==> src/rtl/aurora_pkg.sv <==
// Shared types and defaults for the Aurora channel-initialisation logic.
// The ordered-set request vector and the channel init state live here.
package aurora_pkg;

    localparam int LANES_DEF   = 4;
    localparam int VER_CNT_DEF = 4;
    localparam int TIMEOUT_DEF = 1024;
    localparam int RETRY_W_DEF = 4;

    typedef struct packed {
        logic sp;
        logic spa;
        logic i;
        logic ver;
        logic cc;
        logic k;
        logic r;
        logic a;
    } ordered_sets_t;

    typedef enum logic [2:0] {
        CI_RESET        = 3'd0,
        CI_INIT         = 3'd1,
        CI_BONDING      = 3'd2,
        CI_VERIFICATION = 3'd3,
        CI_READY        = 3'd4
    } chan_init_state_e;

    // READY and any illegal encoding request no ordered sets at all.
    function automatic ordered_sets_t os_for_state(input chan_init_state_e s);
        ordered_sets_t os;
        os = '0;
        case (s)
            CI_RESET, CI_INIT: os.sp  = 1'b1;
            CI_BONDING:        os.i   = 1'b1;
            CI_VERIFICATION:   os.ver = 1'b1;
            default:           os     = '0;
        endcase
        return os;
    endfunction

endpackage

==> src/rtl/init_watchdog.sv <==
// Per-state dwell counter: counts cycles since the last clear and
// saturates on the terminal count, where expired stays high.
module init_watchdog
    import aurora_pkg::*;
#(
    parameter int TIMEOUT = TIMEOUT_DEF
) (
    input  logic clk,
    input  logic rst,
    input  logic clear,
    output logic expired
);

    localparam int              CW   = $clog2(TIMEOUT);
    localparam logic [CW-1:0]   LAST = CW'(TIMEOUT - 1);

    logic [CW-1:0] count;

    always_ff @(posedge clk) begin
        if (rst || clear) begin
            count <= '0;
        end else if (count != LAST) begin
            count <= count + CW'(1);
        end
    end

    assign expired = (count == LAST);

endmodule

==> src/rtl/lane_channel_init.sv <==
// Channel bring-up sequencer: RESET -> INIT -> (BONDING) -> VERIFICATION -> READY,
// with a per-state watchdog, retry counting and registered outputs.
module lane_channel_init
    import aurora_pkg::*;
#(
    parameter int LANES   = LANES_DEF,
    parameter int VER_CNT = VER_CNT_DEF,
    parameter int TIMEOUT = TIMEOUT_DEF,
    parameter int RETRY_W = RETRY_W_DEF
) (
    input  logic                clk,
    input  logic                rst,
    input  logic                simplex_reset,
    input  logic [LANES-1:0]    lane_mask,
    input  logic [LANES-1:0]    lane_aligned,
    input  logic [LANES-1:0]    lane_bonded,
    input  logic [LANES-1:0]    lane_verified,
    output ordered_sets_t       ordered_sets,
    output logic                init_finished,
    output logic [LANES-1:0]    lane_up,
    output logic                timeout_err,
    output logic [RETRY_W-1:0]  retry_cnt
);

    localparam logic [7:0]         VER_LAST  = 8'(VER_CNT - 1);
    localparam logic [RETRY_W-1:0] RETRY_MAX = '1;

    chan_init_state_e   state;
    chan_init_state_e   next_state;
    logic [7:0]         ver_cnt;
    logic [7:0]         ver_nxt;
    logic [RETRY_W-1:0] retry_nxt;
    logic [LANES-1:0]   mask_q;
    logic               tmo_nxt;
    logic               wd_clear;
    logic               wd_expired;
    logic               aligned_ok;
    logic               bonded_ok;
    logic               verified_ok;
    logic               multi_lane;
    logic               mask_changed;

    // Clearing the lowest set bit leaves something only if two or more bits were set.
    function automatic logic more_than_one(input logic [LANES-1:0] m);
        return (m & (m - LANES'(1))) != '0;
    endfunction

    init_watchdog #(
        .TIMEOUT (TIMEOUT)
    ) u_watchdog (
        .clk     (clk),
        .rst     (rst),
        .clear   (wd_clear),
        .expired (wd_expired)
    );

    always_comb begin
        aligned_ok   = ((lane_aligned  & lane_mask) == lane_mask);
        bonded_ok    = ((lane_bonded   & lane_mask) == lane_mask);
        verified_ok  = ((lane_verified & lane_mask) == lane_mask);
        multi_lane   = more_than_one(lane_mask);
        mask_changed = (lane_mask != mask_q);

        next_state = state;
        ver_nxt    = ver_cnt;
        tmo_nxt    = 1'b0;

        case (state)
            CI_RESET: begin
                if (lane_mask != '0) next_state = CI_INIT;
            end
            CI_INIT: begin
                if (aligned_ok) begin
                    next_state = multi_lane ? CI_BONDING : CI_VERIFICATION;
                end else if (wd_expired) begin
                    next_state = CI_RESET;
                    tmo_nxt    = 1'b1;
                end
            end
            CI_BONDING: begin
                if (bonded_ok) begin
                    next_state = CI_VERIFICATION;
                end else if (wd_expired) begin
                    next_state = CI_RESET;
                    tmo_nxt    = 1'b1;
                end
            end
            CI_VERIFICATION: begin
                if (verified_ok && (ver_cnt >= VER_LAST)) begin
                    next_state = CI_READY;
                end else begin
                    ver_nxt = verified_ok ? ver_cnt + 8'd1 : 8'd0;
                    if (wd_expired) begin
                        next_state = CI_RESET;
                        tmo_nxt    = 1'b1;
                    end
                end
            end
            CI_READY: begin
                if (!aligned_ok) next_state = CI_RESET;
            end
            default: begin
                next_state = CI_RESET;
            end
        endcase

        // A reconfigured lane set restarts bring-up without counting as a failure.
        if ((state != CI_RESET) && mask_changed) begin
            next_state = CI_RESET;
            tmo_nxt    = 1'b0;
        end

        if (simplex_reset) begin
            next_state = CI_RESET;
            tmo_nxt    = 1'b0;
        end

        if (next_state != CI_VERIFICATION) ver_nxt = '0;

        retry_nxt = retry_cnt;
        if (tmo_nxt && (retry_cnt != RETRY_MAX)) retry_nxt = retry_cnt + RETRY_W'(1);

        wd_clear = (next_state != state) || simplex_reset;
    end

    // Outputs are decoded from the state being entered so they line up with it.
    always_ff @(posedge clk) begin
        mask_q <= lane_mask;
        if (rst) begin
            state         <= CI_RESET;
            ordered_sets  <= '0;
            init_finished <= 1'b0;
            lane_up       <= '0;
            timeout_err   <= 1'b0;
            retry_cnt     <= '0;
            ver_cnt       <= '0;
        end else begin
            state         <= next_state;
            ordered_sets  <= os_for_state(next_state);
            init_finished <= (next_state == CI_READY);
            lane_up       <= (next_state == CI_READY) ? lane_mask : '0;
            timeout_err   <= tmo_nxt;
            retry_cnt     <= retry_nxt;
            ver_cnt       <= ver_nxt;
        end
    end

endmodule
==> config.mk <==
export PLATFORM = sky130hd
export DESIGN_NAME = lane_channel_init
export DESIGN_NICKNAME = d
export VERILOG_FILES = /design/src/rtl/aurora_pkg.sv /design/src/rtl/init_watchdog.sv /design/src/rtl/lane_channel_init.sv
export SDC_FILE = /design/constraint.sdc
export NUM_CORES = 1
export LEC_CHECK = 0
export CAP_MARGIN = 20
export CORE_MARGIN = 4
export CORE_UTILIZATION = 31
export CTS_BUF_LIST = sky130_fd_sc_hd__clkbuf_4 sky130_fd_sc_hd__clkbuf_8 sky130_fd_sc_hd__clkbuf_16
export CTS_CLUSTER_SIZE = 28
export DETAILED_ROUTE_END_ITERATION = 8
export GPL_TIMING_DRIVEN = 0
export PLACE_DENSITY = 0.55
export SYNTH_ARGS = -nofsm -noshare
export SYNTH_HDL_FRONTEND = slang
export SYNTH_HIERARCHICAL = 1
export SYNTH_SLANG_ARGS = --single-unit
==> constraint.sdc <==
create_clock -name clk -period 4.4 [get_ports clk]
set_clock_uncertainty 0.05 [all_clocks]
set_input_delay 0.88 -clock clk [delete_from_list [all_inputs] [get_ports clk]]
set_output_delay 0.88 -clock clk [all_outputs]
set_load 0.03 [all_outputs]
==> out/metrics.cfg <==
[worst_setup_path]
critical_path_class=primary input to flop
cp_data_required_time_ns=4.57
crit_chain=clkdlybuf4s50_1 -> xor2_1 -> nor4_2 -> a31oi_1 -> a31oi_4 -> xnor2_1 -> nand3_1 -> or2_2 -> clkbuf_1 -> nor3_1
critPathLaunchType=primary input
worst_ep_arrival_time_ns=3.89
cpLargestDelayFamily=simple AND/OR/NAND/NOR gates
slowest_stage=clkdlybuf4s50_1
cp_slowest_stage_delay_ns=0.56
path_max_fanout=8
cp_num_buf_inv=2
cp-end-kind=flop

[timing]
rsz0062_at_grt=false
setup_tns_ns=0
hold_viol=0
finalCriticalPeriod_ns=3.719
maxSlewHeadroom_pct=55.20
finalSetupViolations=0
clock.fmax_mhz=268.9
slew_viol_final=0
worst_slack_ns=0.6808
worstMarginPinSlew_ns=0.6689
fin_crit_sh_pct=84.53

[die]
core_um2=6026
placementRows=28
start_util_pct=32.64
boundaryPins=37
die_h_um=87.66
fp.dieW_um=87.66
dieArea_um2=7683

[synthesis]
synth_area_um2=1967
synth-edff-count=0
yosys_warnings=6
netlist_instances=206
synthArstFlopShare_pct=0
synth.area.top_cells=dfxtp_1 (39%), nor3_1 (2.8%), nor2_1 (2.7%)
synth_area_per_cell_um2=9.548
synth_top_area_cell=dfxtp_1
ys.flop_type=dfxtp_1
ys_seq_area_share_pct=38.68
synth_seq_cells=38
ys_types=61
yosys.area.top_type_share_pct=38.68

[final_layout]
fin_cells=324
antenna_cells=0
syn_to_final_growth_pct=28.31
nFillCells=602
drive_above_1_share_pct=14.86
layout.nets=270
design_area_um2=2524

[clock_tree]
cts_tree=done
clock_latency_ns=0.29
numCtsBuffers=5
clk_pin_slew_ns=0.08
post-cts-setup-buffer-count=0
cts.repair.resized=0
cts_hold_buf=0
clock-root-buffer=clkbuf_8
cts_buffer_depth=2
htree_num_levels=2
clock-sinks=38

[detailed_routing]
first_pass_iters=4
drtAntennaViolNets=0
routedWlPerCell_um=12.85
via_per_inst=5.031
drc_errors=0
vias=1630
first_iter_violations=57
totalWireLength_um=4163

[flow_run]
maxCapViolCount=0

[worst_hold_path]
hold_path_class=flop to flop

[power]
vdd_drop_max_uv=186.9
power.leakage_nw=0.8532
p_per_area_nw_per_um2=312.1

[global_routing]
grt_max_degree=14
grt_pass1_wl_um=7107
grtUsageTotal_pct=11.58
grt_pass1_vias=1522
overflow=0
antenna_found_initial=0

[place]
place_hpwl_um=3165
dpl.cell_count=316
gp_congestion=0.7473
dp_worst_setup_slack_ns=0.3177
placed_cell_area_um2=2386
io_buffers=31

[run_status]
status=completed

[stage by stage]
stage	utilization [%]	hold WS, ns	power (mW)
finish	41.88	0.4320	0.7877
global route	41.88	0.4502	0.8215
CTS	41.88	0.4372	0.7986
detailed placement	39.60	0.4253	0.4395
global placement	39.60	0.4196	0.4398
floorplan	-	0.4053	0.4089
[cells in the mapped netlist, types with 2 or more instances]
cell type / count
or3_1: 2
a21oi_1: 8
nand2_1: 10
nand3_1: 6
nor2_1: 14
nor3_1: 11
nand2b_1: 7
o21ai_0: 5
inv_1: 5
dfxtp_1: 38
nor3b_1: 3
o21a_1: 2
nand3b_1: 2
and4_1: 3
nor3_2: 4
a31o_2: 2
a311oi_1: 2
and2_1: 6
buf_4: 5
a31oi_4: 2
or2_2: 2
nor4_1: 3
ha_1: 3
clkbuf_1: 4
o2111ai_1: 2
nor2b_1: 5
a31oi_1: 7
xnor2_1: 3
xor2_1: 4
a41oi_1: 3
and4b_1: 2
nor4_2: 2
[cells in the final DEF, fill, tap and decap left out, drive strengths merged, types with 3 or more instances in the layout]
master | synthesis | layout
dfxtp | 38 | 38
clkdlybuf4s50 | 0 | 31
nor3 | 15 | 15
nor2 | 14 | 14
nand2 | 10 | 10
a21oi | 9 | 9
a31oi | 9 | 9
clkbuf | 4 | 9
nand2b | 7 | 7
buf | 7 | 7
nand3 | 6 | 6
and2 | 6 | 6
o21ai | 6 | 6
nor4 | 6 | 6
inv | 5 | 5
nor2b | 5 | 5
conb | 1 | 5
xor2 | 4 | 4
nor3b | 4 | 4
and4 | 3 | 3
xnor2 | 3 | 3
a41oi | 3 | 3
ha | 3 | 3
or2 | 3 | 3
[kinds of logic after synthesis]
| group | Yosys count | share of synthesized area (%) |
|---|---|---|
| other cells | 1 | 0.1907 |
| flops | 38 | 38.68 |
| fa+ha+maj | 4 | 2.418 |
| compound gates | 49 | 21.25 |
| simple gates | 90 | 29.14 |
| buf+inv | 17 | 5.216 |
| xor+xnor | 7 | 3.117 |
[per-layer routing]
metal | GRT usage [%] | vias to the layer above | wire (µm)
met5 | 0 | - | 0
met4 | 4.603 | 0 | 56
met3 | 1.976 | 4 | 66
met2 | 18.70 | 18 | 2031
met1 | 15.35 | 758 | 2009
li1 | - | 850 | -
[final timing paths]
kind	slack, ns	endpoint	cells after the start	start
worst max-delay path	0.68	u_watchdog/count[6]	10	lane_mask[3]
worst max register to register	1.27	u_watchdog/count[6]	14	u_watchdog/count[0]
worst min register to register	0.43	ver_cnt[2]	2	ver_cnt[2]
worst min-delay path	0.43	ver_cnt[2]	2	ver_cnt[2]
[state kept, by name, summed over array words and instances, names as in the netlist]
| signal | flops |
|---|---|
| mask_q | 4 |
| state | 3 |
| retry_cnt | 4 |
| init_finished | 1 |
| ver_cnt | 8 |
| timeout_err | 1 |
| u_watchdog/count | 10 |
| ordered_sets | 3 |
| lane_up | 4 |
[final cells by class]
| type | instances | area [µm²] | share of cell area [%] |
|---|---|---|---|
| inverter | 6 | 35.03 | 1.388 |
| timing repair buffer | 31 | 310.3 | 12.30 |
| sequential | 38 | 760.7 | 30.14 |
| clock buffer | 5 | 68.82 | 2.727 |
| buffer | 11 | 67.56 | 2.677 |
| clock inverter | 3 | 68.82 | 2.727 |
| multi-input combinational | 155 | 1119 | 44.32 |
| tap | 75 | 93.84 | 3.718 |
[where the power goes]
part	total [mW]	switching, mW	leakage [nW]	internal [mW]
Sequential	0.350	0.00264	0.308	0.348
Clock	0.357	0.129	0.0683	0.227
Combinational	0.0806	0.0443	0.477	0.0363
Total	0.788	0.176	0.853	0.611
[worst reg2reg max path: cells and delay by family (launching register included)]
kind	cells	cell delay, ns
simple gates	6	1.37
buf+inv	3	0.41
compound gates	3	0.41
flops	1	0.41
fa+ha+maj	1	0.26
xor+xnor	1	0.17
No activity file was read; power rests on OpenSTA's default activity.
